## config.mk

```make
export PLATFORM = sky130hd
export DESIGN_NAME = visitor_direction_detector
export DESIGN_NICKNAME = d
export VERILOG_FILES = /design/src/rtl/visitor_direction_detector.sv
export SDC_FILE = /design/constraint.sdc
export NUM_CORES = 1
export LEC_CHECK = 0
export ABC_CLOCK_PERIOD_IN_PS = 4400
export BUFFER_PORTS_ARGS = -buffer_cell sky130_fd_sc_hd__buf_2
export CORE_MARGIN = 1
export CORE_UTILIZATION = 50
export CTS_CLUSTER_DIAMETER = 50
export DETAILED_ROUTE_END_ITERATION = 7
export PLACE_DENSITY = 0.69
export SLEW_MARGIN = 20
export SYNTH_ARGS = -nofsm -noshare
export SYNTH_HDL_FRONTEND = slang
export SYNTH_SLANG_ARGS = --single-unit
```

## constraint.sdc

```tcl
create_clock -name clk -period 4.4 [get_ports clk]
set_input_delay 0 -clock clk [delete_from_list [all_inputs] [get_ports clk]]
set_output_delay 0 -clock clk [all_outputs]
set_load 0.1 [all_outputs]
```

## src/rtl/visitor_direction_detector.sv

```systemverilog
// Door-crossing direction decoder: synchronizes and debounces two beam sensors, then
// sequences them into enter/exit events and a saturating occupancy count.
// Optional DIRECTION_TIMEOUT_EN aborts a crossing that stalls for TIMEOUT_CYCLES.
module visitor_direction_detector #(
   parameter int DEBOUNCE_CYCLES = 4,
   parameter int CNT_W           = 8,
   parameter int MAX_COUNT       = 99,
   parameter int TIMEOUT_CYCLES  = 1000
) (
   input  logic             clk,
   input  logic             rst_n,
   input  logic             sens_a,
   input  logic             sens_b,
   output logic             enter_pulse,
   output logic             exit_pulse,
   output logic [CNT_W-1:0] count,
   output logic             full,
   output logic             empty,
   output logic             seq_error
);

   localparam int DB_W = (DEBOUNCE_CYCLES > 1) ? $clog2(DEBOUNCE_CYCLES) : 1;
   localparam logic [DB_W-1:0]  DB_LAST = DB_W'(DEBOUNCE_CYCLES - 1);
   localparam logic [CNT_W-1:0] MAX_C   = CNT_W'(MAX_COUNT);

   typedef enum logic [2:0] {
      IDLE, A1, A2, A3, B1, B2, B3, WAIT_CLR
   } state_t;

   // Index 1 is sensor A, index 0 is sensor B, so pair reads as {a_d, b_d}.
   logic [1:0]      raw;
   logic [1:0]      sync1, sync2;
   logic [1:0]      pair;
   logic [DB_W-1:0] db_cnt [2];

   assign raw = {sens_a, sens_b};

   // NOTE: all clocked state uses non-blocking assignments so every flop samples
   // pre-edge values, which is what makes the two-stage synchronizer two stages.
   always_ff @(posedge clk or negedge rst_n) begin
      if (!rst_n) begin
         sync1 <= '0;
         sync2 <= '0;
      end else begin
         sync1 <= raw;
         sync2 <= sync1;
      end
   end

   for (genvar i = 0; i < 2; i++) begin : g_debounce
      always_ff @(posedge clk or negedge rst_n) begin
         if (!rst_n) begin
            db_cnt[i] <= '0;
            pair[i]   <= 1'b0;
         end else if (sync2[i] == pair[i]) begin
            db_cnt[i] <= '0;
         end else if (db_cnt[i] == DB_LAST) begin
            db_cnt[i] <= '0;
            pair[i]   <= sync2[i];
         end else begin
            db_cnt[i] <= db_cnt[i] + 1'b1;
         end
      end
   end

   state_t state, state_nxt;
   logic   enter_nxt, exit_nxt, err_nxt;
   logic   timeout;
   logic   in_seq;

   assign in_seq = (state != IDLE) && (state != WAIT_CLR);

`ifdef DIRECTION_TIMEOUT_EN
   localparam int TM_W = $clog2(TIMEOUT_CYCLES + 1);
   localparam logic [TM_W-1:0] TM_LAST = TM_W'(TIMEOUT_CYCLES);
   logic [TM_W-1:0] timer;

   // Restarts on every state change, so only a stalled crossing can expire.
   always_ff @(posedge clk or negedge rst_n) begin
      if (!rst_n)                                timer <= '0;
      else if (!in_seq || (state_nxt != state)) timer <= '0;
      else if (timer != TM_LAST)                timer <= timer + 1'b1;
   end

   assign timeout = in_seq && (timer == TM_LAST);
`else
   assign timeout = (TIMEOUT_CYCLES < 0);
`endif

   // NOTE: every combinational output gets a default first, so no path can
   // infer a latch.
   always_comb begin
      state_nxt = state;
      enter_nxt = 1'b0;
      exit_nxt  = 1'b0;
      err_nxt   = 1'b0;
      unique case (state)
         IDLE: begin
            unique case (pair)
               2'b10: state_nxt = A1;
               2'b01: state_nxt = B1;
               2'b11: begin state_nxt = WAIT_CLR; err_nxt = 1'b1; end
               default: ;
            endcase
         end
         A1: begin
            unique case (pair)
               2'b11: state_nxt = A2;
               2'b00: state_nxt = IDLE;
               2'b01: state_nxt = A3;
               default: ;
            endcase
         end
         A2: begin
            unique case (pair)
               2'b01: state_nxt = A3;
               2'b10: state_nxt = A1;
               2'b00: begin state_nxt = WAIT_CLR; err_nxt = 1'b1; end
               default: ;
            endcase
         end
         A3: begin
            unique case (pair)
               2'b00: begin state_nxt = IDLE; enter_nxt = 1'b1; end
               2'b11: state_nxt = A2;
               2'b10: begin state_nxt = WAIT_CLR; err_nxt = 1'b1; end
               default: ;
            endcase
         end
         B1: begin
            unique case (pair)
               2'b11: state_nxt = B2;
               2'b00: state_nxt = IDLE;
               2'b10: state_nxt = B3;
               default: ;
            endcase
         end
         B2: begin
            unique case (pair)
               2'b10: state_nxt = B3;
               2'b01: state_nxt = B1;
               2'b00: begin state_nxt = WAIT_CLR; err_nxt = 1'b1; end
               default: ;
            endcase
         end
         B3: begin
            unique case (pair)
               2'b00: begin state_nxt = IDLE; exit_nxt = 1'b1; end
               2'b11: state_nxt = B2;
               2'b01: begin state_nxt = WAIT_CLR; err_nxt = 1'b1; end
               default: ;
            endcase
         end
         WAIT_CLR: begin
            if (pair == 2'b00) state_nxt = IDLE;
         end
         default: state_nxt = IDLE;
      endcase

      if (timeout) begin
         state_nxt = WAIT_CLR;
         enter_nxt = 1'b0;
         exit_nxt  = 1'b0;
         err_nxt   = 1'b1;
      end
   end

   always_ff @(posedge clk or negedge rst_n) begin
      if (!rst_n) state <= IDLE;
      else        state <= state_nxt;
   end

   logic [CNT_W-1:0] count_nxt;

   always_comb begin
      count_nxt = count;
      if (enter_nxt && (count != MAX_C))   count_nxt = count + 1'b1;
      else if (exit_nxt && (count != '0))  count_nxt = count - 1'b1;
   end

   // Flags are registered from the next count so they move on the same edge as count.
   always_ff @(posedge clk or negedge rst_n) begin
      if (!rst_n) begin
         count       <= '0;
         full        <= 1'b0;
         empty       <= 1'b1;
         enter_pulse <= 1'b0;
         exit_pulse  <= 1'b0;
         seq_error   <= 1'b0;
      end else begin
         count       <= count_nxt;
         full        <= (count_nxt == MAX_C);
         empty       <= (count_nxt == '0);
         enter_pulse <= enter_nxt;
         exit_pulse  <= exit_nxt;
         seq_error   <= err_nxt;
      end
   end

endmodule
```

Word level (Yosys, flattened, before mapping)
Index checks and enable logic that the tools add are counted.
W data, S select, Z words.
{"block": "classes", "n_reduce_logical": 10, "muxes": 22, "n_shift": 0, "mul": 0, "bitwise_logic": 2, "n_eq_ne": 24, "div_mod_pow": 0, "magnitude_cmp": 0, "addsub": 4}
{"cell": "$pmux W3 S3", "count": 7}
{"cell": "$pmux W3 S8", "count": 1}
{"cell": "$ne A4 B4 Y1 const B", "count": 5}
{"cell": "$mux W8", "count": 2}
{"cell": "$eq A3 B3 Y1 const B", "count": 4}
{"cell": "$add A8 B1 Y8 const B", "count": 1}
{"cell": "$eq A2 B2 Y1 const B", "count": 4}
{"cell": "$eq A8 B7 Y1 const B", "count": 1}
{"cell": "$logic_not A8 Y1", "count": 1}
{"cell": "$mux W2", "count": 4}
{"cell": "$ne A4 B3 Y1 const B", "count": 2}
{"cell": "$ne A8 B7 Y1 const B", "count": 1}
{"cell": "$reduce_and A8 Y1", "count": 1}
{"cell": "$reduce_bool A8 Y1", "count": 1}
{"cell": "$sub A8 B1 Y8 const B", "count": 1}
{"cell": "$eq A3 B2 Y1 const B", "count": 2}
{"cell": "$mux W1", "count": 6}
{"cell": "$add A2 B1 Y2 const B", "count": 2}
{"cell": "$pmux W1 S4", "count": 1}
{"cell": "$reduce_and A2 Y1", "count": 2}
{"cell": "$eq A3 B1 Y1 const B", "count": 1}
{"cell": "$logic_not A3 Y1", "count": 1}
{"cell": "$mux W3", "count": 1}
{"cell": "$eq A1 B1 Y1", "count": 2}
{"cell": "6 further kinds", "count": 8}
{"block": "totals", "mem_count": 0, "latchBits": 0, "reg_bits": 26, "rom_bits": 0, "output_inout_bits": 13, "word_cells": 75, "input_bits": 4, "mem_bits_rw": 0}

Logic depth before layout (Yosys ltp)
{"block": "logic_depth", "word_depth": 7, "ltp_mapped": 9, "ltp_nobuf": 8}

Worst setup path before layout
Ideal clock, no wire load.
{"block": "synth_timing", "path_type": "reg2reg", "start": "reg count[0]", "end": "reg full", "stages_incl_launch_ff": 9, "required_ns": 4.305, "period_less_slack_ns": 2.693, "path_buffers": 1, "arrival_ns": 2.598, "setup_time_ns": 0.095, "slack_ns": 1.707, "cell_sequence": "dfrtp_1 clkbuf_1 inv_1 ha_1 or4b_4 and4_4 nor4_4 o211ai_2 nor4b_2"}
{"block": "synth_between", "elab_chain_cells": 5, "word_cells_on_any_way": 9, "classes_between": "2 x add/sub; 2 x eq/ne; 2 x mux; 3 x reduce/logical"}
{"item": "start, declared", "line_no": "16", "text": "output logic [CNT_W-1:0] count,"}
{"item": "start signal, assigned", "line_no": "191", "text": "count <= count_nxt;"}
{"item": "branches (longest 3 deep; another with $sub A8 B1 Y8)"}
{"item": "$mux W8 *", "line_no": "177", "text": "if (enter_nxt && (count != MAX_C)) count_nxt = count + 1'b1;"}
{"item": "$eq A8 B7 Y1 *", "line_no": "192", "text": "full <= (count_nxt == MAX_C);"}
{"item": "end signal, assigned", "line_no": "192"}
{"item": "end, declared", "line_no": "17", "text": "output logic full,"}
Mark *: on every way between the ends.
A chain may end at the register's enable or synchronous reset.

Final worst setup path
{"block": "layout_timing", "start": "reg pair[0]", "end": "reg empty"}
{"block": "layout_between", "elab_chain_cells": 7, "word_cells_on_any_way": 9, "classes_between": "5 x mux; 4 x reduce/logical"}
{"item": "start, declared", "line_no": "33", "text": "logic [1:0] pair;"}
{"item": "start signal, assigned by index", "line_no": "59", "text": "pair[i] <= sync2[i];"}
{"item": "$logic_not A2 Y1", "line_no": "147", "text": "unique case (pair)"}
{"item": "$mux W1", "line_no": "147"}
{"item": "$mux W1", "line_no": "97", "text": "unique case (state)"}
{"item": "via exit_nxt", "line_no": "67", "text": "logic enter_nxt, exit_nxt, err_nxt;"}
{"item": "$logic_and A1 B1 Y1", "line_no": "178", "text": "else if (exit_nxt && (count != '0)) count_nxt = count - 1'b1;"}
{"item": "$mux W8", "line_no": "178"}
{"item": "$mux W8", "line_no": "177"}
{"item": "$logic_not A8 Y1", "line_no": "193", "text": "empty <= (count_nxt == '0);"}
{"item": "end signal, assigned", "line_no": "193"}
{"item": "end, declared", "line_no": "18", "text": "output logic empty,"}
The timed path passes the listed nets, and every way through them passes these cells.

==> run summary <==
Status = completed
Worst-margin pin slew = 0.666 ns
Clock transition at path regs = 0.14 ns
Worst Path Arrival = 2.74 ns
Grt met1 use = 32.3%
1st-iter DRT viols = 176
Clock buffer count from CTS = 3
HPWL Detailed = 2.66 mm
Syn nets = 209
Worst setup EP type = flip-flop
Critical Path Source Type = flip-flop
Syn avg cell area = 9.29 sq um
# IOs = 17
Clk root buf = clkbuf_4
Final Util = 57.3%
Crit path kind = reg2reg
Fin crit share = 57.0%
Slew Limit Fails = 0
Final min period = 2.51 ns
DR vias = 1480
Multi-input gate area = 1020 sq um
Setup violators final = 0
CTS tree = built
HP Class = in2async
Crit path max fanout = 8
Share of layout cells above drive strength 1 = 16.2%
Die area = 3810 sq um
Routability congestion estimate = 0.886
Max-cap viol count = 0
Total area of sequential cells = 652 sq um
Largest net degree at the start of global routing = 27
ANT nets after route = 0
EDFF count, synth = 0
Die W = 61.7 um
Synthesized netlist cell count = 192
Final hold violations = 0
Buffers added on ports = 16
YS warnings = 0
Chip Height = 61.7 um
Total core area = 3360 sq um
Std-Cell Rows = 21
Area Overhead vs Synth = 8.00%
Setup bufs post-CTS = 0
Antenna cells = 0
Worst path required time = 4.63 ns
RSZ-0062 raised after global routing = no
Routed len/inst = 14.5 um
CTS sink count = 26
Synth cell types = 56
FMAX = 0.399 GHz
Reg-to-reg slack, setup = 1.89 ns
Met2 Use GR = 33.5%
TNS Setup = 0 ns
Fin nets = 222
Worst rel slew slack = 55.6%
H-tree levels = 1
Clock Skew = 0.00552 ns
Async SR Flop Fraction = 100%
Clock buffer depth = 2
FF-to-FF path depth = 8
Total global routing overflow = 0
Initial Util = 53.0%
Skew-Pair Late Insertion Delay = 0.32 ns
Vias per cell = 5.92
Initial DRT Pass Iterations = 4
Number of global-route vias before repair = 1332
Top FF cell, synth = dfrtp_1
DRC Markers = 0
Busiest grt layer = met2
Yosys reg bits = 26
Register area share after synthesis = 36.6%
Fill cell count = 326
WL final = 3.62 mm
Mapped cell area = 1780 sq um
GRT Util Overall = 22.3%
Met3 global-route usage = 4.14%
First-pass GRT wire length = 6.21 mm
Initial antenna violation count = 0
==> worst paths after layout <==
path | from | endpoint
setup / recovery | pair[0]$_DFFE_PN0P_ | empty$_DFF_PN1_
setup reg to reg | pair[0]$_DFFE_PN0P_ | empty$_DFF_PN1_
min in group clk | sens_b | sync1[0]$_DFF_PN0_
max in group asynchronous | rst_n | empty$_DFF_PN1_
hold / removal | rst_n | state[2]$_DFFE_PN0P_
hold reg to reg | sync1[0]$_DFF_PN0_ | sync2[0]$_DFF_PN0_
==> through the flow <==
stage	hold WS [ns]	setup WS, ns	instance area [sq um]	std cells
6_report	0.179	1.89	1930	250
5_1_grt	0.230	1.60	1930	250
4_1_cts	0.202	1.91	1930	250
3_5_place_dp	0.0242	1.95	1860	243
3_3_place_gp	0.0215	2.05	1860	243
2_1_floorplan	-0.296	1.71	1780	192
==> per-layer routing <==
metal	vias up	routed length, um
met4	0	50
met3	8	155
met1	697	1770
li1	732	-
met2	43	1650
met5	-	0
==> cells in the mapped netlist, types with 4 or more instances <==
master,instances,area [sq um]
a21oi_1,18,90.1
nor2_1,9,33.8
ha_1,13,163
o21ai_0,6,30.0
dfrtp_1,25,626
nand2_1,11,41.3
clkbuf_1,6,22.5
nor3_1,9,45.0
inv_1,11,41.3
nor4b_1,4,35.0
nand3_1,5,25.0
o211ai_1,6,45.0
nor4_1,4,25.0
xnor2_1,5,43.8
==> cell usage in the layout, fill, tap and decap left out, types with 2 or more instances in the layout <==
cell type | synthesis | routed
nor4b_1 | 4 | 4
or3_1 | 2 | 2
nand2b_1 | 2 | 2
a21oi_1 | 18 | 18
nand3_1 | 5 | 5
or2_2 | 2 | 2
clkbuf_4 | 0 | 3
nor2b_1 | 3 | 3
a21o_1 | 2 | 2
nand4_1 | 3 | 3
and2_1 | 2 | 2
o211ai_1 | 6 | 6
buf_2 | 0 | 16
dlygate4sd3_1 | 0 | 3
dfrtp_1 | 25 | 25
a31oi_1 | 3 | 3
nand4b_1 | 2 | 2
clkinv_1 | 2 | 2
o311ai_0 | 2 | 2
nor3_1 | 9 | 9
nand2_1 | 11 | 11
ha_1 | 13 | 13
nor2_1 | 9 | 9
nor4_1 | 4 | 4
o31ai_1 | 2 | 2
a311oi_1 | 2 | 2
o21ai_0 | 6 | 6
o2bb2ai_1 | 2 | 2
inv_1 | 11 | 11
xnor2_1 | 5 | 5
==> critical path: stages, from the launching register on <==
cell      delay, ns
dfrtp_1        0.49
inv_1          0.15
ha_1           0.34
nand4b_1       0.23
clkinv_1       0.25
and4_4         0.23
nor4_4         0.30
o211ai_2       0.16
nor4_1         0.26
==> registers in the layout (all words and copies together), names as in the netlist <==
signal and count:
empty 1, db_cnt 4, enter_pulse 1, full 1
pair 2, sync1 2, seq_error 1, sync2 2
exit_pulse 1, count 8, state 3
==> kinds of logic after synthesis <==
kind of cell	synth area share [%]
adder cells (fa/ha/maj)	9.12
flip-flops	36.6
buffers and inverters	6.18
XOR/XNOR	2.46
AND/OR/NAND/NOR	27.2
multiplexers	0.561
AO/OA/AOI/OAI	18.0
==> repair_timing <==
action	CTS	global route
endpoints found under the setup margin	0	0
hold buffers	3	0
gates resized for setup	0	0
endpoints found under the hold margin	27	0
==> layout make-up <==
class | instances | area share [%]
well taps | 46 | 2.99
clock buffers | 4 | 1.88
multi-input cells | 142 | 53.0
inverters | 13 | 2.53
repair buffers | 19 | 5.72
flip-flops and latches | 26 | 33.9
Power is left out: the tool's default activity adds up to more than one toggle a clock period on the data nets, which glitch-free logic cannot reach.
